[src/rtl/serial_alu_ctrl_pkg.sv]
// Shared opcodes and controller state encoding for the bit-serial ALU.
package serial_alu_ctrl_pkg;

  localparam logic [1:0] OP_AND = 2'b00;
  localparam logic [1:0] OP_OR  = 2'b01;
  localparam logic [1:0] OP_ADD = 2'b10;
  localparam logic [1:0] OP_SUB = 2'b11;

  typedef enum logic [1:0] {
    ST_IDLE = 2'd0,
    ST_RUN  = 2'd1,
    ST_DONE = 2'd2
  } state_t;

endpackage

[src/rtl/serial_alu_ctrl_alu_bit_slice.sv]
// Combinational 1-bit ALU slice: logic ops ignore the carry, ADD/SUB use a full adder.
module alu_bit_slice
  import serial_alu_ctrl_pkg::*;
(
  input  logic       a,
  input  logic       b,
  input  logic       cin,
  input  logic [1:0] op,
  output logic       r,
  output logic       cout
);

  // SUB arrives here as ADD with b already inverted and cin preset to 1.
  always_comb begin
    r    = 1'b0;
    cout = 1'b0;
    case (op)
      OP_AND:  r = a & b;
      OP_OR:   r = a | b;
      default: begin
        r    = a ^ b ^ cin;
        cout = (a & b) | (cin & (a ^ b));
      end
    endcase
  end

endmodule

[src/rtl/serial_alu_ctrl.sv]
// Bit-serial ALU sequencer, LSB first, start/busy/done handshake.
// Optional zero/ovf flag outputs are enabled by defining SERIAL_ALU_FLAGS_EN.
module serial_alu_ctrl
  import serial_alu_ctrl_pkg::*;
#(
  parameter int WIDTH = 8
) (
  input  logic             clk,
  input  logic             rst,
  input  logic             start,
  input  logic [1:0]       op,
  input  logic [WIDTH-1:0] a,
  input  logic [WIDTH-1:0] b,
  output logic             busy,
  output logic             done,
  output logic [WIDTH-1:0] result,
  output logic             carry_out
`ifdef SERIAL_ALU_FLAGS_EN
  ,
  output logic             zero,
  output logic             ovf
`endif
);

  localparam int CNT_W = $clog2(WIDTH);
  localparam logic [CNT_W-1:0] LAST = CNT_W'(WIDTH - 1);

  state_t state, state_next;

  logic [WIDTH-1:0] a_reg, b_reg;
  logic [1:0]       op_reg;
  logic [CNT_W-1:0] cnt;
  logic             carry;
  logic [WIDTH-2:0] shift_reg;
  logic [WIDTH-1:0] shift_next;
  logic             slice_r, slice_cout;
  logic             accept, last_bit;

  alu_bit_slice u_slice (
    .a    (a_reg[0]),
    .b    (b_reg[0]),
    .cin  (carry),
    .op   (op_reg),
    .r    (slice_r),
    .cout (slice_cout)
  );

  assign accept     = start && (state == ST_IDLE || state == ST_DONE);
  assign last_bit   = (state == ST_RUN) && (cnt == LAST);
  // Only WIDTH-1 bits are stored; the final slice bit completes the word on entry to DONE.
  assign shift_next = {slice_r, shift_reg};
  assign busy       = (state == ST_RUN);
  assign done       = (state == ST_DONE);

  always_ff @(posedge clk) begin
    if (rst) state <= ST_IDLE;
    else     state <= state_next;
  end

  always_comb begin
    state_next = state;
    case (state)
      ST_IDLE: if (start) state_next = ST_RUN;
      ST_RUN:  if (cnt == LAST) state_next = ST_DONE;
      ST_DONE: state_next = start ? ST_RUN : ST_IDLE;
      default: state_next = ST_IDLE;
    endcase
  end

  always_ff @(posedge clk) begin
    if (rst) begin
      a_reg     <= '0;
      b_reg     <= '0;
      op_reg    <= OP_AND;
      cnt       <= '0;
      carry     <= 1'b0;
      shift_reg <= '0;
      result    <= '0;
      carry_out <= 1'b0;
`ifdef SERIAL_ALU_FLAGS_EN
      zero      <= 1'b0;
      ovf       <= 1'b0;
`endif
    end else if (accept) begin
      a_reg  <= a;
      b_reg  <= (op == OP_SUB) ? ~b : b;
      op_reg <= op;
      cnt    <= '0;
      carry  <= (op == OP_SUB);
    end else if (state == ST_RUN) begin
      a_reg     <= a_reg >> 1;
      b_reg     <= b_reg >> 1;
      carry     <= slice_cout;
      cnt       <= cnt + CNT_W'(1);
      shift_reg <= shift_next[WIDTH-1:1];
      if (last_bit) begin
        result    <= shift_next;
        carry_out <= op_reg[1] & slice_cout;
`ifdef SERIAL_ALU_FLAGS_EN
        zero      <= (shift_next == '0);
        ovf       <= op_reg[1] & (carry ^ slice_cout);
`endif
      end
    end
  end

endmodule

[config.mk]
export PLATFORM = sky130hd
export DESIGN_NAME = serial_alu_ctrl
export DESIGN_NICKNAME = d
export VERILOG_FILES = /design/src/rtl/serial_alu_ctrl_pkg.sv /design/src/rtl/serial_alu_ctrl_alu_bit_slice.sv /design/src/rtl/serial_alu_ctrl.sv
export SDC_FILE = /design/constraint.sdc
export NUM_CORES = 1
export LEC_CHECK = 0
export CAP_MARGIN = 20
export CORE_ASPECT_RATIO = 0.6
export CORE_UTILIZATION = 30
export DETAILED_ROUTE_END_ITERATION = 10
export HOLD_SLACK_MARGIN = 0.05
export MAX_ROUTING_LAYER = met4
export PLACE_DENSITY_LB_ADDON = 0.2
export SLEW_MARGIN = 25
export SYNTH_ARGS = -nofsm -noshare
export SYNTH_HDL_FRONTEND = slang
export SYNTH_SLANG_ARGS = --single-unit
[constraint.sdc]
create_clock -name clk -period 2.46 [get_ports clk]
set_input_delay 0.246 -clock clk [delete_from_list [all_inputs] [get_ports clk]]
set_output_delay 0.246 -clock clk [all_outputs]
set_load 0.03 [all_outputs]
; Word level (Yosys, flattened, before mapping)
; Index checks and enable logic that the tools add are counted.
[word_totals]
reg_bits = 40
out_inout_bits = 11
[op_classes]
addsub = 1
n_eq_ne = 7
mux = 13
bitwise_logic = 9
reduce_logical = 11
[op_table]
columns = operator, n
row1 = 8-bit two-way mux, 5
row2 = 8-bit NOT, 1
row3 = 2-bit case mux with 3 select lines, 1
row4 = 2-bit by 1-bit == test with 1-bit output (second input constant), 2
row5 = 2-bit == test (second input constant), 2
row6 = 2-bit zero test, 2
row7 = 1-bit two-way mux, 4
row8 = 2-bit two-way mux, 2
row9 = 2-bit AND reduction, 2
row10 = 2-bit OR reduction, 2
row11 = 3-bit by 1-bit adder with 3-bit output (second input constant), 1
row12 = 1-bit bitwise AND, 3
row13 = 3-bit == test (second input constant), 1
row14 = 3-bit AND reduction, 1
row15 = 1-bit logical AND, 2
row16 = 2-bit by 1-bit != test with 1-bit output (second input constant), 1
row17 = 2-bit != test (second input constant), 1
row18 = 1-bit bitwise OR, 2
row19 = 1-bit case mux with 2 select lines, 1
row20 = 2-bit nonzero test, 1
row21 = 1-bit bitwise XOR, 2
row22 = 1-bit logical OR, 1
row23 = 1-bit NOT, 1

; Depth between registers and ports, before layout
[depth]
ltp_word = 6
ltp_mapped = 7
mapped_depth_nobuf = 5

; By module
; From an unflattened synthesis, not the netlist that was laid out.
[hier_totals]
cells_unflattened = 198
area_unflattened_um2 = 1783.0
[modules_own_cells]
columns = mod, n_inst, cells_per_inst, area_each_um2, seq_area_each_um2
row1 = serial_alu_ctrl, 1, 187, 1691.6, 800.8
row2 = alu_bit_slice, 1, 11, 91.3, 0.0

; Worst setup path before layout
; No wires, ideal clock.
[synth_timing]
path_kind = register -> register
startpoint = register b_reg[0]
endpoint = register result[7]
t_arrival_ps = 1236
t_required_ps = 2328
setup_slack_ps = 1092
stages_incl_launch_ff = 6
synth_period_minus_slack_ps = 1368
cell_sequence = dfxtp_1 inv_1 fa_1 nor2b_1 a311oi_1 nor3_1
[synth_between]
elab_chain_cells = 3
[synth_lines]
columns = element, line
row1 = start: declaration, serial_alu_ctrl.sv:30  ; logic [WIDTH-1:0] a_reg, b_reg;
row2 = start signal: assignment, serial_alu_ctrl.sv:86  ; b_reg <= (op == OP_SUB) ? ~b : b;
row3 = start signal: assignment, serial_alu_ctrl.sv:92  ; b_reg <= b_reg >> 1;
row4 = 1-bit bitwise XOR (2 in a row), serial_alu_ctrl_alu_bit_slice.sv:21  ; r = a ^ b ^ cin;
row5 = 1-bit case mux with 2 select lines *, serial_alu_ctrl_alu_bit_slice.sv:17  ; case (op)
row6 = end signal: assignment, serial_alu_ctrl.sv:97  ; result <= shift_next;
row7 = end: declaration, serial_alu_ctrl.sv:16  ; output logic [WIDTH-1:0] result,
; Every way passes the cells marked *; elsewhere a longest branch is shown, timed or not.
; A chain may end at the register's enable or synchronous reset.

; Final worst setup path
[layout_timing]
startpoint = register state[1]
endpoint = output port busy
[layout_between]
elab_chain_cells = 1
[layout_lines]
columns = element, line
row1 = start: declaration, serial_alu_ctrl.sv:28  ; state_t state, state_next;
row2 = start signal: assignment, serial_alu_ctrl.sv:57  ; else state <= state_next;
row3 = 2-bit by 1-bit == test with 1-bit output, serial_alu_ctrl.sv:52  ; assign busy = (state == ST_RUN);
row4 = end: declaration, serial_alu_ctrl.sv:14  ; output logic busy,
; No other way between the ends.

==> results.sh <==
export IMPL_p_leak_nw=0.792
export IMPL_max_slew_margin_pct=55.1
export IMPL_core_area_um2=5810
export IMPL_outcome="finished, final reports clean"
export IMPL_clk_pin_slew_worst_paths_ns=0.08
export IMPL_dpl_hpwl_mm=2.83
export IMPL_worst_setup_path_end_kind="output port"
export IMPL_synth_seq_cells=40
export IMPL_swShare_pct=24.3
export IMPL_irDropWorstVdd_uv=204
export IMPL_nFillCells=620
export IMPL_finClkSkew_ns=0.00805
export IMPL_numPortBuffers=31
export IMPL_syn_cell_area_um2=1880
export IMPL_grt_pass1_vias=1361
export IMPL_cp_start_kind="flip-flop"
export IMPL_syn_num_nets=234
export IMPL_drc=0
export IMPL_nets=260
export IMPL_start_util_pct=32.3
export IMPL_gp_congestion=0.738
export IMPL_ys_types=34
export IMPL_worstMarginPinSlew_ns=0.674
export IMPL_cp_max_fo=30
export IMPL_fp_dieW_um=104
export IMPL_vias_per_cell=4.70
export IMPL_overflow=0
export IMPL_hp_class="reg2reg"
export IMPL_antenna_found_initial=0
export IMPL_fin_tns_setup_ns=0
export IMPL_clk_path_buf_depth=2
export IMPL_io_pins=32
export IMPL_r2r_setup_slack_ns=0.82
export IMPL_syn2layout_area_growth_pct=23.3
export IMPL_crit_slowest_cell="clkdlybuf4s50_1"
export IMPL_crit_type="reg2out"
export IMPL_first_iter_violations=56
export IMPL_ctsResizeCount=0
export IMPL_grt_setup_unrepaired="no"
export IMPL_combPwrFrac_pct=13.7
export IMPL_cpPeakStageDelay_ns=0.71
export IMPL_hold_buffers=0
export IMPL_power_switching_uw=343
export IMPL_synth_yosys_seq_area_share_pct=42.7
export IMPL_finish_utilization_pct=39.8
export IMPL_ys_top_cells_by_area="dfxtp_1 43%, a21oi_1 6.9%, nand2_1 6.2%"
export IMPL_pwr_density_cell_nw_per_um2=611
export IMPL_cts_buffers=5
export IMPL_drv_cap=0
export IMPL_ys_warn_count=0
export IMPL_synth_area_per_cell_um2=9.02
export IMPL_grt_max_degree=31
export IMPL_design_die_area_um2=6580
export IMPL_yosys_area_top_type_share_pct=42.7
export IMPL_path_delay_family="buffers and inverters"
export IMPL_detail_route_wl_per_cell_um=12.9
export IMPL_num_vias=1479
export IMPL_layout_common_cells="40 x dfxtp_1, 31 x nand2_1, 31 x clkdlybuf4s50_1, 26 x a21oi_1, 12 x nor3_1"
export IMPL_seqPwrFrac_pct=49.4
export IMPL_netlist_instances=208
export IMPL_wl_mm=4.05
export IMPL_track_usage_pct=13.5
export IMPL_cts_tree="yes"
export IMPL_drive_above_1_share_pct=11.9
export IMPL_cts_setup_buffers=0
export IMPL_clk_latency_ns=0.28
export IMPL_maxSlewViolCount=0
export IMPL_rows=21
export IMPL_final_common_cell="dfxtp_1"
export IMPL_fin_crit_sh_pct=89.9
export IMPL_grt_pass1_wl_mm=6.84
export IMPL_yosysTopAreaCell="dfxtp_1"
export IMPL_n_antenna_cell=0
export IMPL_critPathBufInv=2
export IMPL_crit_chain="nand2b_4, inv_6, clkdlybuf4s50_1"
export IMPL_detail_route_antenna_nets=0
export IMPL_setup_violations=0
export IMPL_crit_required_ns=2.21
export IMPL_internal_power_mw=1.07
export IMPL_hold_violations=0
export IMPL_pwr_share_clk_pct=36.8
export IMPL_htreeDepth=2
export IMPL_max_freq_mhz=452
export IMPL_crit_arrival_ns=1.97
export IMPL_clockRootBuffer="clkbuf_8"
export IMPL_dieHeight_um=63.2
export IMPL_period_minus_slack_ns=2.21
export IMPL_cts_sinks=40
export IMPL_first_pass_iters=4
[routing by layer]
metal  track usage [%]  share of wire [%]
met3              3.83                3.3
met5                 -                  0
met2              17.6                 39
met1              20.0                 58
met4              3.21               0.47
[metrics by stage]
stage          cell area, um^2  setup WS (ns)  hold WS (ns)  std cells  power [mW]
3_5_place_dp              2200          0.558         0.449        307       0.906
5_1_grt                   2310          0.137         0.478        315        1.48
3_3_place_gp              2200          0.566         0.446        307       0.904
4_1_cts                   2310          0.230         0.461        315        1.43
2_1_floorplan             1880           1.09         0.382        208       0.854
6_report                  2310          0.249         0.458        315        1.41
[synth_stat cells]
library cell / n
nand3b_1: 1
a21oi_1: 26
dfxtp_1: 40
a32oi_1: 1
a311oi_1: 2
inv_1: 4
xor2_1: 8
mux2_2: 7
a311oi_2: 3
o21a_1: 1
buf_2: 1
nand2b_4: 1
o22ai_1: 10
nand3_1: 10
fa_1: 1
buf_6: 2
nor2b_1: 3
nor2_1: 7
xnor2_1: 1
a2111oi_2: 1
mux2i_1: 3
buf_12: 1
inv_6: 1
nor3_1: 12
or2_2: 1
and2b_4: 1
nor3b_1: 7
buf_4: 6
nand2b_1: 2
clkbuf_1: 7
ha_1: 4
nand2_2: 1
a22oi_1: 1
nand2_1: 31
[area by class of cell]
type,instances,area (um^2),area share (%)
multi-input cells,146,932,40.3
flip-flops and latches,40,801,34.6
repair buffers,36,348,15.0
well taps,80,100,4.33
clock buffers,6,72.6,3.14
clock inverters,2,35.0,1.52
inverters,5,23.8,1.03
[worst paths after layout]
kind | endpoint | depth (start not counted) | start
max | busy | 3 | state[1]
min | result[0] | 2 | result[0]
max reg2reg | a_reg[2] | 4 | state[0]
min reg2reg | result[0] | 2 | result[0]
[power groups by stage]
| stage | Clock [mW] | Combinational (mW) | Sequential, mW |
|---|---|---|---|
| floorplan | 0 | 0.149 | 0.705 |
| global placement | 0 | 0.191 | 0.713 |
| detailed placement | 0 | 0.193 | 0.713 |
| CTS | 0.537 | 0.194 | 0.698 |
| global route | 0.560 | 0.215 | 0.702 |
| finish | 0.520 | 0.194 | 0.698 |
[worst min-delay path, cell delays in order, from the launching register on]
cell,delay (ns)
dfxtp_1,0.31
nand2_1,0.05
a21oi_1,0.05
[logic make-up after synthesis]
logic type | share of synthesized area [%]
multiplexers | 5.80
flip-flops | 42.7
AO/OA/AOI/OAI | 15.7
AND/OR/NAND/NOR | 20.3
XOR/XNOR | 4.20
adder cells (fa/ha/maj) | 3.74
buffers and inverters | 7.60
(Power assumes the default switching activity.)
